`src/rtl/amber_stim_pkg.sv`:
```
// Shared types and helpers for the Amber wishbone stimulus controller.
// Lanes are 32-bit slices of the 128-bit bus, selected by address bits [3:2].
package amber_stim_pkg;

    typedef enum logic [1:0] {
        IDLE = 2'd0,
        WAIT = 2'd1,
        RESP = 2'd2
    } stim_state_e;

    localparam logic [31:0] FILL_WORD_DEFAULT = 32'hF0801003;

    function automatic logic [31:0] lane_word(input logic [127:0] bus, input logic [1:0] lane);
        return bus[{lane, 5'b0} +: 32];
    endfunction

    function automatic logic [3:0] lane_sel(input logic [15:0] sel, input logic [1:0] lane);
        return sel[{lane, 2'b0} +: 4];
    endfunction

endpackage

```
`src/rtl/amber_wb_stim_ctrl_if.sv`:
```
// Classic wishbone bus between the Amber core (master) and the stimulus controller (slave).
interface amber_wb_stim_ctrl_if;
    logic [31:0]  wb_adr;
    logic [15:0]  wb_sel;
    logic         wb_we;
    logic [127:0] wb_dat_w;
    logic         wb_cyc;
    logic         wb_stb;
    logic [127:0] wb_dat_r;
    logic         wb_ack;
    logic         wb_err;

    modport master (
        output wb_adr, wb_sel, wb_we, wb_dat_w, wb_cyc, wb_stb,
        input  wb_dat_r, wb_ack, wb_err
    );

    modport slave (
        input  wb_adr, wb_sel, wb_we, wb_dat_w, wb_cyc, wb_stb,
        output wb_dat_r, wb_ack, wb_err
    );
endinterface

```
`src/rtl/amber_inst_fifo.sv`:
```
// Instruction queue: DEPTH x 32 synchronous FIFO with occupancy level.
// Push while full and pop while empty are ignored; pointers wrap naturally.
module amber_inst_fifo #(
    parameter int DEPTH = 8
) (
    input  logic                   clk,
    input  logic                   rst,
    input  logic                   push,
    input  logic [31:0]            push_data,
    input  logic                   pop,
    output logic [31:0]            head,
    output logic [$clog2(DEPTH):0] level,
    output logic                   full,
    output logic                   empty
);
    localparam int AW = $clog2(DEPTH);

    logic [31:0]   mem_q [DEPTH];
    logic [AW-1:0] wr_ptr_q, wr_ptr_d;
    logic [AW-1:0] rd_ptr_q, rd_ptr_d;
    logic [AW:0]   count_q, count_d;
    logic          do_push, do_pop;

    assign full    = (count_q == (AW+1)'(DEPTH));
    assign empty   = (count_q == '0);
    assign do_push = push & ~full;
    assign do_pop  = pop & ~empty;
    assign head    = mem_q[rd_ptr_q];
    assign level   = count_q;

    always_comb begin
        wr_ptr_d = wr_ptr_q;
        rd_ptr_d = rd_ptr_q;
        count_d  = count_q;
        if (do_push) wr_ptr_d = wr_ptr_q + AW'(1);
        if (do_pop)  rd_ptr_d = rd_ptr_q + AW'(1);
        if (do_push && !do_pop)      count_d = count_q + (AW+1)'(1);
        else if (do_pop && !do_push) count_d = count_q - (AW+1)'(1);
    end

    always_ff @(posedge clk or posedge rst) begin
        if (rst) begin
            wr_ptr_q <= '0;
            rd_ptr_q <= '0;
            count_q  <= '0;
        end else begin
            wr_ptr_q <= wr_ptr_d;
            rd_ptr_q <= rd_ptr_d;
            count_q  <= count_d;
        end
    end

    always_ff @(posedge clk) begin
        if (do_push) mem_q[wr_ptr_q] <= push_data;
    end

endmodule

```
`src/rtl/amber_wb_stim_ctrl.sv`:
```
// Wishbone slave feeding queued instructions to the Amber core, with programmable
// wait states, one-shot error insertion, store capture and a fetch counter.
module amber_wb_stim_ctrl
    import amber_stim_pkg::*;
#(
    parameter int          DEPTH     = 8,
    parameter logic [31:0] FILL_WORD = FILL_WORD_DEFAULT
) (
    input  logic                   clk,
    input  logic                   rst,
    input  logic                   inst_valid,
    input  logic [31:0]            inst_data,
    output logic                   inst_ready,
    input  logic [3:0]             wait_states,
    input  logic                   err_inject,
    amber_wb_stim_ctrl_if.slave    wb,
    output logic                   st_valid,
    output logic [31:0]            st_adr,
    output logic [31:0]            st_dat,
    output logic [3:0]             st_sel,
    output logic [15:0]            fetch_count,
    output logic [$clog2(DEPTH):0] q_level
);
    stim_state_e  state_q, state_d;
    logic [3:0]   wcnt_q, wcnt_d;
    logic [31:0]  adr_q, adr_d;
    logic         we_q, we_d;
    logic [15:0]  sel_q, sel_d;
    logic [127:0] dat_q, dat_d;
    logic         armed_q, armed_d;
    logic         pop_q, pop_d;
    logic         ack_q, ack_d;
    logic         err_q, err_d;
    logic [127:0] dat_r_q, dat_r_d;
    logic         st_valid_q, st_valid_d;
    logic [31:0]  st_adr_q, st_adr_d;
    logic [31:0]  st_dat_q, st_dat_d;
    logic [3:0]   st_sel_q, st_sel_d;
    logic [15:0]  fetch_count_q, fetch_count_d;

    logic         req, resp_go;
    logic [31:0]  cur_adr;
    logic         cur_we;
    logic [15:0]  cur_sel;
    logic [127:0] cur_dat;
    logic [1:0]   lane;
    logic [31:0]  fifo_head;
    logic         fifo_full, fifo_empty;

    amber_inst_fifo #(.DEPTH(DEPTH)) u_fifo (
        .clk       (clk),
        .rst       (rst),
        .push      (inst_valid & inst_ready),
        .push_data (inst_data),
        .pop       (pop_q),
        .head      (fifo_head),
        .level     (q_level),
        .full      (fifo_full),
        .empty     (fifo_empty)
    );

    assign inst_ready = ~fifo_full;
    assign req        = wb.wb_cyc & wb.wb_stb;

    // With zero wait states the response is built straight from the bus, otherwise from the latch.
    assign cur_adr = (state_q == IDLE) ? wb.wb_adr   : adr_q;
    assign cur_we  = (state_q == IDLE) ? wb.wb_we    : we_q;
    assign cur_sel = (state_q == IDLE) ? wb.wb_sel   : sel_q;
    assign cur_dat = (state_q == IDLE) ? wb.wb_dat_w : dat_q;
    assign lane    = cur_adr[3:2];

    always_ff @(posedge clk or posedge rst) begin
        if (rst) state_q <= IDLE;
        else     state_q <= state_d;
    end

    always_comb begin
        state_d = state_q;
        wcnt_d  = wcnt_q;
        resp_go = 1'b0;
        case (state_q)
            IDLE: begin
                if (req) begin
                    wcnt_d = wait_states;
                    if (wait_states == 4'd0) begin
                        state_d = RESP;
                        resp_go = 1'b1;
                    end else begin
                        state_d = WAIT;
                    end
                end
            end
            WAIT: begin
                if (!wb.wb_stb) begin
                    state_d = IDLE;
                end else if (wcnt_q == 4'd1) begin
                    state_d = RESP;
                    wcnt_d  = 4'd0;
                    resp_go = 1'b1;
                end else begin
                    wcnt_d = wcnt_q - 4'd1;
                end
            end
            RESP:    state_d = IDLE;
            default: state_d = IDLE;
        endcase
    end

    // Response outputs are computed one cycle ahead so that they leave the block registered.
    always_comb begin
        adr_d         = adr_q;
        we_d          = we_q;
        sel_d         = sel_q;
        dat_d         = dat_q;
        armed_d       = armed_q | err_inject;
        pop_d         = 1'b0;
        ack_d         = 1'b0;
        err_d         = 1'b0;
        dat_r_d       = dat_r_q;
        st_valid_d    = 1'b0;
        st_adr_d      = st_adr_q;
        st_dat_d      = st_dat_q;
        st_sel_d      = st_sel_q;
        fetch_count_d = fetch_count_q;
        if (state_q == IDLE && req) begin
            adr_d = wb.wb_adr;
            we_d  = wb.wb_we;
            sel_d = wb.wb_sel;
            dat_d = wb.wb_dat_w;
        end
        if (resp_go) begin
            if (armed_q) begin
                err_d   = 1'b1;
                armed_d = 1'b0;
            end else begin
                ack_d = 1'b1;
                if (cur_we) begin
                    st_valid_d = 1'b1;
                    st_adr_d   = cur_adr;
                    st_dat_d   = lane_word(cur_dat, lane);
                    st_sel_d   = lane_sel(cur_sel, lane);
                end else begin
                    dat_r_d = {4{FILL_WORD}};
                    if (!fifo_empty) dat_r_d[{lane, 5'b0} +: 32] = fifo_head;
                    pop_d = ~fifo_empty;
                    if (fetch_count_q != 16'hFFFF) fetch_count_d = fetch_count_q + 16'd1;
                end
            end
        end
    end

    always_ff @(posedge clk or posedge rst) begin
        if (rst) begin
            wcnt_q        <= '0;
            adr_q         <= '0;
            we_q          <= 1'b0;
            sel_q         <= '0;
            dat_q         <= '0;
            armed_q       <= 1'b0;
            pop_q         <= 1'b0;
            ack_q         <= 1'b0;
            err_q         <= 1'b0;
            dat_r_q       <= {4{FILL_WORD}};
            st_valid_q    <= 1'b0;
            st_adr_q      <= '0;
            st_dat_q      <= '0;
            st_sel_q      <= '0;
            fetch_count_q <= '0;
        end else begin
            wcnt_q        <= wcnt_d;
            adr_q         <= adr_d;
            we_q          <= we_d;
            sel_q         <= sel_d;
            dat_q         <= dat_d;
            armed_q       <= armed_d;
            pop_q         <= pop_d;
            ack_q         <= ack_d;
            err_q         <= err_d;
            dat_r_q       <= dat_r_d;
            st_valid_q    <= st_valid_d;
            st_adr_q      <= st_adr_d;
            st_dat_q      <= st_dat_d;
            st_sel_q      <= st_sel_d;
            fetch_count_q <= fetch_count_d;
        end
    end

    assign wb.wb_ack   = ack_q;
    assign wb.wb_err   = err_q;
    assign wb.wb_dat_r = dat_r_q;
    assign st_valid    = st_valid_q;
    assign st_adr      = st_adr_q;
    assign st_dat      = st_dat_q;
    assign st_sel      = st_sel_q;
    assign fetch_count = fetch_count_q;

endmodule

```
`src/flat_wrapper.sv`:
```
// flat-port wrapper written by rule: the top's interface ports become plain ports
module amber_wb_stim_ctrl_flat import amber_stim_pkg::*;
#(
    parameter int          DEPTH     = 8,
    parameter logic [31:0] FILL_WORD = FILL_WORD_DEFAULT
)
  (clk, rst, inst_valid, inst_data, inst_ready, wait_states, err_inject, st_valid, st_adr, st_dat, st_sel, fetch_count, q_level, wb_wb_adr, wb_wb_sel, wb_wb_we, wb_wb_dat_w, wb_wb_cyc, wb_wb_stb, wb_wb_dat_r, wb_wb_ack, wb_wb_err);
  amber_wb_stim_ctrl_if wb_i ();
  input  logic clk;
  input  logic rst;
  input  logic inst_valid;
  input  logic [31:0] inst_data;
  output logic inst_ready;
  input  logic [3:0] wait_states;
  input  logic err_inject;
  output logic st_valid;
  output logic [31:0] st_adr;
  output logic [31:0] st_dat;
  output logic [3:0] st_sel;
  output logic [15:0] fetch_count;
  output logic [$clog2(DEPTH):0] q_level;
  input wire logic [$bits(wb_i.wb_adr)-1:0] wb_wb_adr;
  input wire logic [$bits(wb_i.wb_sel)-1:0] wb_wb_sel;
  input wire logic [$bits(wb_i.wb_we)-1:0] wb_wb_we;
  input wire logic [$bits(wb_i.wb_dat_w)-1:0] wb_wb_dat_w;
  input wire logic [$bits(wb_i.wb_cyc)-1:0] wb_wb_cyc;
  input wire logic [$bits(wb_i.wb_stb)-1:0] wb_wb_stb;
  output wire logic [$bits(wb_i.wb_dat_r)-1:0] wb_wb_dat_r;
  output wire logic [$bits(wb_i.wb_ack)-1:0] wb_wb_ack;
  output wire logic [$bits(wb_i.wb_err)-1:0] wb_wb_err;
  assign wb_i.wb_adr = wb_wb_adr;
  assign wb_i.wb_sel = wb_wb_sel;
  assign wb_i.wb_we = wb_wb_we;
  assign wb_i.wb_dat_w = wb_wb_dat_w;
  assign wb_i.wb_cyc = wb_wb_cyc;
  assign wb_i.wb_stb = wb_wb_stb;
  assign wb_wb_dat_r = wb_i.wb_dat_r;
  assign wb_wb_ack = wb_i.wb_ack;
  assign wb_wb_err = wb_i.wb_err;
  amber_wb_stim_ctrl #(.DEPTH(DEPTH), .FILL_WORD(FILL_WORD)) u_core (.clk(clk), .rst(rst), .inst_valid(inst_valid), .inst_data(inst_data), .inst_ready(inst_ready), .wait_states(wait_states), .err_inject(err_inject), .wb(wb_i), .st_valid(st_valid), .st_adr(st_adr), .st_dat(st_dat), .st_sel(st_sel), .fetch_count(fetch_count), .q_level(q_level));
endmodule
```
`config.mk`:
```
export PLATFORM = sky130hd
export DESIGN_NAME = amber_wb_stim_ctrl_flat
export DESIGN_NICKNAME = d
export VERILOG_FILES = /design/src/rtl/amber_stim_pkg.sv /design/src/rtl/amber_wb_stim_ctrl_if.sv /design/src/rtl/amber_inst_fifo.sv /design/src/rtl/amber_wb_stim_ctrl.sv /design/src/flat_wrapper.sv
export SDC_FILE = /design/constraint.sdc
export NUM_CORES = 1
export LEC_CHECK = 0
export CAP_MARGIN = 0
export CORE_MARGIN = 3
export CORE_UTILIZATION = 45
export CTS_CLUSTER_DIAMETER = 50
export CTS_CLUSTER_SIZE = 30
export DETAILED_ROUTE_END_ITERATION = 16
export GPL_ROUTABILITY_DRIVEN = 0
export PLACE_DENSITY = 0.67
export SYNTH_ARGS = -nofsm -noshare
export SYNTH_HDL_FRONTEND = slang
export SYNTH_SLANG_ARGS = --single-unit
```
`constraint.sdc`:
```
create_clock -name clk -period 21.7 [get_ports clk]
set_input_delay 4.34 -clock clk [delete_from_list [all_inputs] [get_ports clk]]
set_output_delay 4.34 -clock clk [all_outputs]
set_load 0.02 [all_outputs]
```
# [Word-level counts from Yosys, hierarchy flattened]
# Memory sizes are Yosys's and may differ from the RTL's.
# Cells that the tools add are included.
[totals] register_bits=410 mem_bits_rw=256 in_bits=219 out_inout_bits=220 word_cells=100 n_memories=1
[memory_table] memory="u_core.u_fifo.mem_q" words=8 word_bits=32 rd=1 rd_clocked_by_memory_dff=0 write_ports=1 line_no="amber_inst_fifo.sv:18" rtl="logic [31:0] mem_q [DEPTH];"
[classes] n_addsub=7 eq_ne=7 shift=4 mux=35 n_bitwise=12 reduce_logical=15
[ops] op="$mux 128" count=2
[ops] op="$shift 32x9->128 const A" count=1
[ops] op="$shiftx 128x8->32" count=1
[ops] op="$shiftx 32x9->128" count=1
[ops] op="$and 96x96->96" count=1
[ops] op="$mux 32" count=1
[ops] op="$not 32->32" count=1
[ops] op="$or 32x32->32" count=1
[ops] op="$mux 4" count=5
[ops] op="$mux 1" count=19
[ops] op="$add 16x1->16 const B" count=1
[ops] op="$mux 16" count=1
[ops] op="$ne 16x16->1 const B" count=1
[ops] op="$shiftx 16x5->4" count=1
[ops] op="$neg 7->9" count=1
[ops] op="$reduce_and 3->1" count=3
[ops] op="$logic_not 4->1" count=2
[ops] op="$mux 2" count=4
[ops] op="$pmux 4 s2" count=1
[ops] op="$sub 4x1->4 const B" count=2
[ops] op="$add 3x1->3 const B" count=2
[ops] op="$add 4x1->4 const B" count=1
[ops] op="$and 1x1->1" count=4
[ops] op="$eq 4x1->1 const B" count=1
[ops] op="other kinds (15)" count=22

# [Depth between registers and ports, before layout]
# Gate-level depths: netlist of the first run.
[depth] ltp_word=8 ltp_mapped=12 depth_no_buf=12

# [Hierarchy]
# A second synthesis of the first run with hierarchy kept.
[hier_totals] hier_cells=2440 area_unflattened_um2=28479.8
[by_module_without_submodules] module="amber_wb_stim_ctrl" n_inst=1 cells_each=2005 area_each_um2=18111.1 seq_area_each_um2=10049.6
[by_module_without_submodules] module="amber_inst_fifo" n_inst=1 cells_each=435 area_each_um2=10368.7 seq_area_each_um2=7937.6

# [Least setup slack after synthesis of the first run]
# No wires, ideal clock.
[synth_timing] path_type="input to register" start="in inst_valid" end="mem u_core.u_fifo.mem_q[0][0] (enable)" setup_time_ps=501 t_arrival_ps=7559 t_required_ps=21199 slack_ps=13640 cell_stages=2 n_path_buf=0 path_cell_list="nand2_1 -> nor4_1"
[synth_via] elab_chain_len=4
[synth_rtl] item="start: declaration" line_no="flat_wrapper.sv:11" rtl="input logic inst_valid;"
[synth_rtl] item="$and 1x1->1" line_no="amber_wb_stim_ctrl.sv:53" rtl=".push (inst_valid & inst_ready),"
[synth_rtl] item="$and 1x1->1" line_no="amber_inst_fifo.sv:26" rtl="assign do_push = push & ~full;"
[synth_rtl] item="$mux 1" line_no="amber_inst_fifo.sv:54" rtl="if (do_push) mem_q[wr_ptr_q] <= push_data;"
[synth_rtl] item="$mux 1 (not written as such)" line_no="amber_inst_fifo.sv:54"
[synth_rtl] item="end: declaration" line_no="amber_inst_fifo.sv:18"
# No other way between the ends.

# [Worst setup path in the final report of the first run]
[layout_timing] start="in wait_states[3]" end="reg u_core.st_dat_q[2], in the netlist u_core.st_dat[2]"
[layout_via] elab_chain_len=5
[layout_rtl] item="start: declaration" line_no="flat_wrapper.sv:14" rtl="input logic [3:0] wait_states;"
[layout_rtl] item="$logic_not 4->1" line_no="amber_wb_stim_ctrl.sv:85" rtl="if (wait_states == 4'd0) begin"
[layout_rtl] item="$mux 1" line_no="amber_wb_stim_ctrl.sv:85"
[layout_rtl] item="$mux 1" line_no="amber_wb_stim_ctrl.sv:83" rtl="if (req) begin"
[layout_rtl] item="$pmux 1 s2" line_no="amber_wb_stim_ctrl.sv:81" rtl="case (state_q)"
[layout_rtl] item="$reduce_and 3->1 (no source line)"
[layout_rtl] item="end signal: assignment" line_no="amber_wb_stim_ctrl.sv:182" rtl="st_dat_q <= st_dat_d;"
[layout_rtl] item="end: declaration" line_no="amber_wb_stim_ctrl.sv:37" rtl="logic [31:0] st_dat_q, st_dat_d;"
# No other way between the ends.
# A chain may end at the register's enable or synchronous reset.

==> summary.txt, run 1 <==
Clock network
  • PostCTS Resize Cnt: 0
  • Htree depth: 3
  • CTS sink count: 666
  • Setup Fix Bufs, Post-CTS: 0
  • CTS clk-pin slew, worst paths: 60 ps
  • Total CTS buffers: 67
  • Clk Latency, worst-skew pair: approximately 600 ps
  • Root buffer cell: clkbuf_16
  • CTS tree: done
  • Clock Tree Buf Depth: 3
  • Cts-stage hold buffer count: 0

Timing
  • Setup violations, final: 0
  • F_max: 145 MHz
  • Min cycle time layout: 6900 ps
  • Hold Slack: 484 ps
  • Fin crit share: 31.8%
  • Slew Limit Headroom: 13.0%
  • Setup TNS Final: 0 ps
  • Final Hold Vio Count: 0
  • Final worst setup slack: 14800 ps
  • Max Clock Skew: 31.0 ps
  • Slew @ Worst Pin: between 1000 and 1500 ps
  • Max-slew violation count: 0
  • RSZ-0062 raised after global routing: no

Min path
  • Hold WC Path Type: reg -> reg

Worst setup path
  • Worst Setup End Kind: register
  • CP required: between 20000 and 25000 ps
  • CP dominant cell by count: buf_4
  • Slowest stage delay, CP: 780 ps
  • Crit path DAT: 7400 ps
  • CP Cell Sequence: clkdlybuf4s50_1 -> nor4_1 -> a32oi_2 -> a211oi_4 -> buf_4 -> buf_4 -> nor2_1 -> a21oi_1
  • Worst-path fanout max: 81
  • CP startpoint kind: input port
  • Worst path slowest cell: buf_4
  • CP Class: in -> reg

Detailed routing
  • Via density: 5.58
  • Highest routed layer: met5
  • Number of detailed-route iterations in the first pass: 5
  • DR WL/cell: 22.6 um
  • Wl on met1: between 30000 and 40000 um
  • DR DRC count: 0
  • Via count: 18600
  • Iter 0 DRT Violations: between 1000 and 1500
  • Met2 Wirelength: 37000 um
  • Post-DRT Antenna Nets: 0
  • Final WL: about 75000 um
  • Wire length on met3: 4560 um

Logic synthesis
  • Synth Register Bits: 666
  • Post-synth top area share: 33.7%
  • Cell taking the most area after synthesis: dfrtp_1
  • Synth Warn #: 0
  • Net count after synthesis: 2268
  • Synth Cell Area: approximately 28000 sq um
  • EDFF count, synth: approximately 260
  • Synth area leaders: dfrtp_1 (34%), edfxtp_1 (27%), mux2_2 (7.3%), mux4_2 (5.1%), mux2i_1 (3.6%)
  • Post-synth top flop: dfrtp_1
  • Seq/Total Area, Yosys: 64.1%
  • Mapped Cells: 2037
  • Ys async rst share: 61.6%
  • Synth unique cells: 53
  • Synthesized area per cell: 13.8 sq um

Status
  • Status: complete, no violations

Global routing
  • Total GRT Usage: 22.9%
  • Antenna violations before repair: 16
  • Grt total ovfl: 0
  • First-pass GRT wire length: 117000 um
  • Vias in the first global route: approximately 19000
  • Largest net degree at the start of global routing: 160

Floorplan
  • Num rows: 90
  • Die Y: between 200 and 300 um
  • Initial core utilization: 46.0%
  • Die Area: approximately 65000 sq um
  • Core ar.: 61000 sq um
  • Die width: 256 um
  • Ports: roughly 440

Power
  • P_sw: 0.000911 W
  • Peak supply drop: 0.0799 mV
  • Static Leak: 13.5 nW
  • Clock power frac: about 37%
  • Flop pwr share: 47.2%
  • PD cells: 93.1 nW/um^2
  • Design internal power: 0.00241 W
  • Switching Fraction: 27.4%
  • Combinational fraction of design power: between 10% and 20%

Layout
  • Most common cell after layout, fill and taps aside: clkdlybuf4s50_1
  • Share of layout cells above drive strength 1: between 15 and 20%
  • Area of the multi-input gates: 9510 sq um
  • Layout net count: ~2700
  • P&R area growth vs syn: 26.9%
  • # fillers: 4839
  • Final Cell Area: 35600 sq um
  • Most frequent cells in the layout: clkdlybuf4s50_1 (437), dfrtp_1 (374), edfxtp_1 (256), mux2_2 (182), nand2_1 (177)
  • Register area: 18000 sq um
  • Non-filler cells, final: 3329

Place
  • DP Area: between 30000 and 40000 sq um
  • Port Buffer Count: 438
  • Pre-CTS WS: 14230 ps
  • Post-placement cell count: 3197
  • DP Wirelength: slightly below 50000 um

Run
  • Max-cap viol count: 0
cell type report:
type                            instances  area share [%]
Sequential cell                       666            50.5
Multi-Input combinational cell       1224            26.7
Timing Repair Buffer                  466            12.9
Clock buffer                           76            5.12
Tap cell                              828            2.91
Clock inverter                         45            1.58
Inverter                               13           0.158
Antenna cell                           11          0.0773
power groups by stage:
stage	clock network, W	registers, W	logic [W]
after global routing	0.00131	0.00158	0.000567
after CTS	0.00126	0.00157	0.000528
final	0.00123	0.00157	0.000520
after global placement	0	0.00158	0.000512
after floorplan	0	0.00158	0.000326
after detailed placement	0	0.00159	0.000526
per-stage QoR:
stage	util [%]	total power, W
finish	58.4	0.00332
global route	58.4	0.00346
CTS	58.3	0.00335
detailed placement	54.4	0.00212
global placement	54.4	0.00209
floorplan	-	0.00191
path summary, 6_finish.rpt:
| check | startpoint | to | slack, ps | cells after the start |
|---|---|---|---|---|
| setup reg to reg | u_core.state_q[0]$_DFFE_PP0P_ | u_core.wb.wb_dat_r[113]$_DFFE_PP0P_ | 17650 | 8 |
| min in group asynchronous | rst | u_core.dat_q[65]$_DFFE_PP0P_ | 4260 | 2 |
| hold reg to reg | u_core.wb.wb_dat_r[89]$_DFFE_PP0P_ | u_core.wb.wb_dat_r[89]$_DFFE_PP0P_ | 480 | 2 |
| setup / recovery | wait_states[3] | u_core.st_dat[2]$_DFFE_PP0P_ | 14800 | 8 |
| max in group asynchronous | rst | u_core.wcnt_q[1]$_DFFE_PP0P_ | 15850 | 3 |
| hold / removal | u_core.wb.wb_dat_r[89]$_DFFE_PP0P_ | u_core.wb.wb_dat_r[89]$_DFFE_PP0P_ | 480 | 2 |
synth_stat cells (24+ instances only):
cell,n
dfrtp_1,378
edfxtp_1,256
mux2_2,182
nand2_1,178
a21oi_1,121
nor2_1,118
a211oi_1,111
mux2i_1,102
o21ai_0,81
nor2b_1,77
clkbuf_1,73
mux4_2,64
buf_2,48
dfstp_2,32
a31oi_1,31
o22a_1,24
registers in the layout, summed over array words and instances, names as in the netlist, 2 cells and up:
| name | flops |
|---|---|
| u_core.fetch_count | 16 |
| u_core.state_q | 2 |
| u_core.wcnt_q | 4 |
| u_core.st_dat | 32 |
| u_core.u_fifo.wr_ptr_q | 3 |
| u_core.st_adr | 32 |
| u_core.st_sel | 4 |
| u_core.sel_q | 16 |
| u_core.dat_q | 128 |
| u_core.u_fifo.mem_q | 256 |
| u_core.adr_q | 32 |
| u_core.u_fifo.rd_ptr_q | 3 |
| u_core.wb.wb_dat_r | 128 |
| u_core.u_fifo.level | 4 |
cells by family (layout without fill, tap and decap cells):
| group | after synthesis | in the layout | synth area share, % |
|---|---|---|---|
| DFF | 666 | 666 | 64.1 |
| other | 0 | 11 | 0 |
| AOI/OAI and AO/OA | 402 | 402 | 8.99 |
| muxes | 351 | 351 | 16.3 |
| xor gates and xnor gates | 21 | 21 | 0.655 |
| and+or+nand+nor | 438 | 438 | 7.14 |
| buffers and inverters | 147 | 600 | 2.31 |
| adders and majority gates | 12 | 12 | 0.562 |
worst max-delay path: cells and delay by family:
family	cells	cell delay, ps
AND/OR/NAND/NOR	2	620
AO/OA/AOI/OAI	3	630
buffers and inverters	3	1710
per-layer routing:
layer | vias up | GRT usage [%]
li1 | 8334 | -
met1 | 9516 | 30.4
met2 | 565 | 37.8
met3 | 140 | 4.72
met4 | 8 | 7.55
met5 | - | 0
Power figures use the tool's default switching activity.
==> inputs of run 2 (changes only) <==
==> constraint.sdc (replaced) <==
create_clock -name clk -period 6.8 [get_ports clk]
set_input_delay 1.36 -clock clk [delete_from_list [all_inputs] [get_ports clk]]
set_output_delay 1.36 -clock clk [all_outputs]
set_load 0.02 [all_outputs]
==> run 2 against run 1 <==
- final area grew 0.23%
- total power increased to 3.2 times the previous value
- sequential power grew to 3.2 times the previous value
- die area unchanged
- critical path depth unchanged
- wire length grew 0.22%
- combinational power rose to 3.2 times the previous value
- via count fell by 0.24%
- count of clock-buffer cells in the layout increased by 4
- global-route usage is 0.053 points higher
==> summary.txt, run 2 (synthesis gave the netlist of run 1 again) <==
Min path
  • Hold WC Path Type: reg -> reg (unchanged)

Worst setup path
  • Worst Setup End Kind: register (unchanged)
  • CP required: 7310 ps (was 22200 ps)
  • CP Class: reg -> reg (was in -> reg)
  • CP top delay family: simple AND/OR/NAND/NOR gates (was buffers and inverters)
  • Worst path slowest cell: or2_4 (was buf_4)
  • CP startpoint kind: register (was input port)
  • CP Cell Sequence: or2_4 -> mux2i_4 -> inv_1 -> ha_1 -> inv_1 -> a211oi_1 -> nand2_1 -> o21ai_0 (was clkdlybuf4s50_1 -> nor4_1 -> a32oi_2 -> a211oi_4 -> buf_4 -> buf_4 -> nor2_1 -> a21oi_1)
  • Slowest stage delay, CP: 670 ps (was 780 ps)
  • CP dominant cell by count: inv_1 (was buf_4)
  • Worst-path fanout max: 53 (was 81)
  • Crit path DAT: 4340 ps (was 7400 ps)
  • Bufs and invs on worst path: 2 (was 3)

Floorplan
  • Num rows: 90 (unchanged)
  • Die Area: 65400 sq um (unchanged)
  • Initial core utilization: 46.0% (unchanged)
  • Die Y: 256 um (unchanged)
  • Core ar.: 61000 sq um (unchanged)
  • Ports: 439 (unchanged)
  • Die width: 256 um (unchanged)

Layout
  • P&R area growth vs syn: 27.2% (was 26.9%)
  • Most frequent cells in the layout: clkdlybuf4s50_1 (437), dfrtp_1 (374), edfxtp_1 (256), mux2_2 (182), nand2_1 (177) (unchanged)
  • Layout net count: 2672 (was 2669)
  • Most common cell after layout, fill and taps aside: clkdlybuf4s50_1 (unchanged)
  • Final Cell Area: 35700 sq um (was 35600 sq um)
  • # fillers: 4856 (was 4839)
  • Reg with most FFs: u_core.u_fifo.mem_q (unchanged)
  • Share of layout cells above drive strength 1: 19.4% (was 19.3%)
  • Max reg flops: 256 (unchanged)

Detailed routing
  • Post-DRT Antenna Nets: 0 (unchanged)
  • DR DRC count: 0 (unchanged)
  • Via count: 18500 (was 18600)
  • Iter 0 DRT Violations: 1346 (was 1472)
  • DR WL/cell: 22.6 um (about the same)
  • Final WL: 75400 um (was 75200 um)
  • Number of detailed-route iterations in the first pass: 5 (unchanged)
  • Via density: 5.54 (was 5.58)

Clock network
  • Clock Tree Buf Depth: 3 (unchanged)
  • Root buffer cell: clkbuf_16 (unchanged)
  • PostCTS Resize Cnt: 0 (unchanged)
  • Htree depth: 3 (unchanged)
  • CTS sink count: 666 (unchanged)
  • CTS tree: done (unchanged)
  • Clk Latency, worst-skew pair: 630 ps (was 600 ps)
  • Cts-stage hold buffer count: 0 (unchanged)
  • CTS clk-pin slew, worst paths: 70 ps (was 60 ps)
  • Total CTS buffers: 71 (was 67)
  • Setup Fix Bufs, Post-CTS: 0 (unchanged)

Timing
  • Min cycle time layout: between 3000 and 4000 ps
  • Final worst setup slack: 2970 ps (was 14800 ps)
  • Slew Limit Headroom: 15.2% (was 13.0%)
  • Fin crit share: 56.4%
  • Hold Slack: 478 ps (was 484 ps)
  • Slew @ Worst Pin: 1270 ps (was 1310 ps)
  • RSZ-0062 raised after global routing: no (unchanged)
  • Setup violations, final: 0 (unchanged)
  • F_max: 261 MHz
  • Max Clock Skew: 49.8 ps (was 31.0 ps)
  • Max-slew violation count: 0 (unchanged)
  • Final Hold Vio Count: 0 (unchanged)

Place
  • Port Buffer Count: 438 (unchanged)
  • Pre-CTS WS: 2540 ps (was 14230 ps)
  • DP Wirelength: 49500 um (was 48900 um)
  • DP Area: 33200 sq um (about the same)

Power
  • Static Leak: 13.6 nW (was 13.5 nW)
  • PD cells: 298 nW/um^2 (was 93.1 nW/um^2)
  • Peak supply drop: 0.252 mV (was 0.0799 mV)

Global routing
  • Grt total ovfl: 0 (unchanged)
  • Vias in the first global route: 19300 (was 19000)
  • Total GRT Usage: 22.9% (about the same)
  • First-pass GRT wire length: 116000 um (was 117000 um)
  • Antenna violations before repair: 17 (was 16)
  • Largest net degree at the start of global routing: 186 (was 160)

Status
  • Status: complete, no violations (unchanged)

Run
  • Max-cap viol count: 0 (unchanged)
==> run 2: cell count changes in the layout (fill, tap and decap cells not counted), moves of 3 or more <==
cell	before	now
clkbuf_1	2	5
inv_12	4	1
buf_4	28	25
clkinv_2	2	5
==> run 2: worst paths after layout <==
check | startpoint | end | cells past startpoint | slack [ps]
hold / removal | u_core.wb.wb_dat_r[56]$_DFFE_PP0P_ | u_core.wb.wb_dat_r[56]$_DFFE_PP0P_ | 2 | 480
setup / recovery | u_core.state_q[0]$_DFFE_PP0P_ | u_core.wb.wb_dat_r[122]$_DFFE_PP0P_ | 8 | 2970
setup reg to reg | u_core.state_q[0]$_DFFE_PP0P_ | u_core.wb.wb_dat_r[122]$_DFFE_PP0P_ | 8 | 2970
max in group asynchronous | rst | u_core.dat_q[87]$_DFFE_PP0P_ | 3 | 4120
min in group asynchronous | rst | u_core.dat_q[69]$_DFFE_PP0P_ | 2 | 1180
hold reg to reg | u_core.wb.wb_dat_r[56]$_DFFE_PP0P_ | u_core.wb.wb_dat_r[56]$_DFFE_PP0P_ | 2 | 480
==> run 2: worst min-delay path: stages, from the launching register on <==
cell and delay [ps]:
dfrtp_1 340, nand2_1 40, o21ai_0 60
==> run 2: through the flow <==
stage | TNS [ps] | cells | total power, W | util, %
after floorplan | -22500 | 2037 | 0.00608 | -
after global placement | 0 | 3196 | 0.00667 | 54.4
after detailed placement | 0 | 3196 | 0.00676 | 54.4
after CTS | 0 | 3328 | 0.0108 | 58.5
after global routing | 0 | 3340 | 0.0111 | 58.5
final | 0 | 3341 | 0.0106 | 58.5
==> run 2: report_power, final <==
group	switching (W)	total, W	internal [W]
clock network	0.00181	0.00397	0.00216
logic	0.000893	0.00167	0.000774
registers	0.000274	0.00500	0.00472
total	0.00298	0.0106	0.00766
==> run 2: metal layers <==
metal	track usage, %	up-vias	part of all wire, %
met5	0	-	0.084
met4	9.03	8	3.4
met3	5.88	153	6.5
met2	37.3	532	49
met1	29.6	9480	41
li1	-	8346	-
==> run 2: area by class of cell <==
| cell class | count | area [sq um] | area share, % |
|---|---|---|---|
| Antenna cell | 13 | 32.5 | 0.0911 |
| Clock buffer | 80 | 1850 | 5.18 |
| Clock inverter | 52 | 602 | 1.69 |
| Inverter | 13 | 52.6 | 0.147 |
| Multi-Input combinational cell | 1224 | 9510 | 26.6 |
| Sequential cell | 666 | 18000 | 50.4 |
| Tap cell | 828 | 1040 | 2.90 |
| Timing Repair Buffer | 465 | 4620 | 12.9 |
==> inputs of run 3 (changes only) <==
--- a/config.mk
+++ b/config.mk
@@ -12,7 +12,7 @@
 export CTS_CLUSTER_SIZE = 30
 export DETAILED_ROUTE_END_ITERATION = 16
 export GPL_ROUTABILITY_DRIVEN = 0
-export PLACE_DENSITY = 0.67
+export PLACE_DENSITY = 0.69
 export SYNTH_ARGS = -nofsm -noshare
 export SYNTH_HDL_FRONTEND = slang
 export SYNTH_SLANG_ARGS = --single-unit
==> constraint.sdc (replaced) <==
create_clock -name clk -period 3.3 [get_ports clk]
set_input_delay 0.66 -clock clk [delete_from_list [all_inputs] [get_ports clk]]
set_output_delay 0.66 -clock clk [all_outputs]
set_load 0.02 [all_outputs]
==> run 3 against run 2 <==
- wire length grew 0.98%
- largest cell class unchanged
- combinational power grew 120%
- worst hold slack lost 24 ps
- worst setup slack lost 2500 ps
- flip-flop and latch count is the same
- register-to-register slack worse by 2500 ps
- largest power group unchanged
- clock power is 110% higher
- non-clock buffer count grew 24
- core utilization rose by 0.92 points
- final area rose by 1.6%
- fmax up 37%
==> summary.txt, run 3 (synthesis gave the netlist of run 1 again) <==
Clock network
  • Root buffer cell: clkbuf_16 (unchanged)
  • Clock Tree Buf Depth: 3 (unchanged)
  • Cts-stage hold buffer count: 0 (unchanged)
  • Total CTS buffers: 72 (was 71)
  • Setup Fix Bufs, Post-CTS: 0 (unchanged)
  • CTS tree: done (unchanged)
  • CTS clk-pin slew, worst paths: 70 ps (about the same)
  • Htree depth: 3 (unchanged)
  • Clk Latency, worst-skew pair: 630 ps (about the same)
  • PostCTS Resize Cnt: 0 (unchanged)
  • CTS sink count: 666 (unchanged)

Global routing
  • Antenna violations before repair: 20 (was 17)
  • Largest net degree at the start of global routing: 112 (was 186)
  • First-pass GRT wire length: 117000 um (was 116000 um)
  • Grt total ovfl: 0 (unchanged)
  • Vias in the first global route: 19400 (was 19300)
  • Total GRT Usage: 23.1% (was 22.9%)

Floorplan
  • Ports: 439 (unchanged)
  • Die Y: 256 um (unchanged)
  • Die Area: 65400 sq um (unchanged)
  • Core ar.: 61000 sq um (unchanged)
  • Num rows: 90 (unchanged)
  • Initial core utilization: 46.0% (unchanged)
  • Die width: 256 um (unchanged)

Detailed routing
  • Number of detailed-route iterations in the first pass: 6 (was 5)
  • DR WL/cell: 22.6 um (about the same)
  • Via density: 5.58 (was 5.54)
  • DR DRC count: 0 (unchanged)
  • Iter 0 DRT Violations: 1407 (was 1346)
  • Final WL: 76100 um (was 75400 um)
  • Via count: 18800 (was 18500)
  • Post-DRT Antenna Nets: 0 (unchanged)

Timing
  • Setup TNS Final: 0 ps (unchanged)
  • Slew Limit Headroom: 44.3% (was 15.2%)
  • Hold Slack: 455 ps (was 478 ps)
  • Final Hold Vio Count: 0 (unchanged)
  • Slew @ Worst Pin: 835 ps (was 1270 ps)
  • Min cycle time layout: 2790 ps (was 3830 ps)
  • Max-slew violation count: 0 (unchanged)
  • RSZ-0062 raised after global routing: no (unchanged)
  • F_max: 358 MHz (was 261 MHz)
  • Setup violations, final: 0 (unchanged)
  • Max Clock Skew: 37.5 ps (was 49.8 ps)
  • Fin crit share: 84.6% (was 56.4%)
  • Final worst setup slack: 508 ps (was 2970 ps)

Place
  • Port Buffer Count: 438 (unchanged)
  • DP Wirelength: 49800 um (was 49500 um)
  • DP Area: 33700 sq um (was 33200 sq um)
  • Pre-CTS WS: 188 ps (was 2540 ps)

Min path
  • Hold WC Path Type: in -> reg (was reg -> reg)

Worst setup path
  • CP Cell Sequence: or2_4 -> mux2i_4 -> inv_1 -> ha_1 -> nand2_1 -> or4_4 -> o21ai_1 (was or2_4 -> mux2i_4 -> inv_1 -> ha_1 -> inv_1 -> a211oi_1 -> nand2_1 -> o21ai_0)
  • CP top delay family: simple AND/OR/NAND/NOR gates (unchanged)
  • Crit path DAT: 3320 ps (was 4340 ps)
  • Reg2Reg Depth: 7 (was 8)
  • Worst Setup End Kind: register (unchanged)
  • RR Endpoint: u_core.wb.wb_dat_r[24]$_DFFE_PP0P_ (was u_core.wb.wb_dat_r[122]$_DFFE_PP0P_)
  • Setup slack, reg-to-reg: 510 ps (was 2970 ps)
  • CP Class: reg -> reg (unchanged)
  • CP required: 3830 ps (was 7310 ps)
  • Crit path capture: u_core.wb.wb_dat_r[24]$_DFFE_PP0P_ (was u_core.wb.wb_dat_r[122]$_DFFE_PP0P_)
  • Worst path slowest cell: or4_4 (was or2_4)
  • CP startpoint kind: register (unchanged)
  • Worst-path fanout max: 24 (was 53)
  • Worst Setup SP: u_core.state_q[0]$_DFFE_PP0P_ (unchanged)
  • Levels on crit path: 7 (was 8)
  • FF-to-FF Start: u_core.state_q[0]$_DFFE_PP0P_ (unchanged)
  • Slowest stage delay, CP: 700 ps (was 670 ps)
  • Bufs and invs on worst path: 1 (was 2)

Layout
  • Max reg flops: 256 (unchanged)
  • P&R area growth vs syn: 29.2% (was 27.2%)
  • Most common cell after layout, fill and taps aside: clkdlybuf4s50_1 (unchanged)
  • Most frequent cells in the layout: clkdlybuf4s50_1 (437), dfrtp_1 (374), edfxtp_1 (256), mux2_2 (182), nand2_1 (177) (unchanged)
  • Share of layout cells above drive strength 1: 20.4% (was 19.4%)
  • Reg with most FFs: u_core.u_fifo.mem_q (unchanged)
  • Layout net count: 2697 (was 2672)
  • Final Cell Area: 36300 sq um (was 35700 sq um)

Power
  • Flop pwr share: 45.9% (was 47.0%)
  • P_sw: 0.00635 W (was 0.00298 W)
  • Switching Fraction: 28.4% (was 28.0%)
  • Design internal power: 0.0160 W (was 0.00766 W)
  • Clock power frac: 37.8% (was 37.3%)
  • Combinational fraction of design power: 16.3% (was 15.7%)
  • Total Power: 0.0224 W (was 0.0106 W)
  • PD cells: 617 nW/um^2 (was 298 nW/um^2)
  • Peak supply drop: 0.557 mV (was 0.252 mV)
  • Static Leak: 13.8 nW (was 13.6 nW)

Status
  • Status: complete, no violations (unchanged)

Run
  • Max-cap viol count: 0 (unchanged)
[run 3: cell types whose count changed in the layout (fill, tap and decap cells not counted), moves of 4 or more]
cell      change
nor3_2        -4
clkinv_8      +6
buf_12       +20
nor3_4        +4
buf_4         +4
[run 3: power groups by stage]
stage,Clock (W),Combinational (W),Sequential (W)
global route,0.00899,0.00395,0.0104
detailed placement,0,0.00367,0.0104
global placement,0,0.00357,0.0103
CTS,0.00866,0.00370,0.0103
finish,0.00846,0.00365,0.0103
floorplan,0,0.00215,0.0104
[run 3: metrics by stage]
step | util (%) | cells
after floorplan | - | 2037
after global placement | 55.2 | 3220
after detailed placement | 55.2 | 3220
after CTS | 59.4 | 3353
after global routing | 59.4 | 3362
final | 59.4 | 3366
[run 3: tightest hold or removal path, delay by kind of cell]
| kind | cells | cell delay (ps) |
|---|---|---|
| multiplexers | 1 | 100 |
| AO/OA/AOI/OAI | 1 | 140 |
| buffers and inverters | 1 | 120 |
[run 3: how the worst min path moves through the flow]
stage,endpoint,startpoint,depth (start not counted)
finish,u_core.st_adr[2]$_DFFE_PP0P_,wb_wb_adr[2],3
global route,u_core.st_adr[2]$_DFFE_PP0P_,wb_wb_adr[2],3
CTS,u_core.st_adr[2]$_DFFE_PP0P_,wb_wb_adr[2],3
detailed placement,u_core.wb.wb_dat_r[107]$_DFFE_PP0P_,u_core.wb.wb_dat_r[107]$_DFFE_PP0P_,2
global placement,u_core.wb.wb_dat_r[37]$_DFFE_PP0P_,u_core.wb.wb_dat_r[37]$_DFFE_PP0P_,2
floorplan,u_core.dat_q[0]$_DFFE_PP0P_,u_core.dat_q[0]$_DFFE_PP0P_,1
[run 3: cell type report]
type / count / area (sq um)
sequential: 666 / 18000
clock inverter: 55 / 676
fill: 4771 / 24800
antenna: 13 / 32.5
multi-input combinational: 1224 / 9550
timing repair buffer: 489 / 5050
clock buffer: 78 / 1880
inverter: 13 / 52.6
tap: 828 / 1040
[run 3: routing by layer]
layer	vias to the layer above	GRT usage [%]	wire length [um]
met5	-	0	88
li1	8416	-	-
met2	610	37.7	37000
met1	9592	29.7	30600
met4	12	9.77	2950
met3	160	5.70	5530
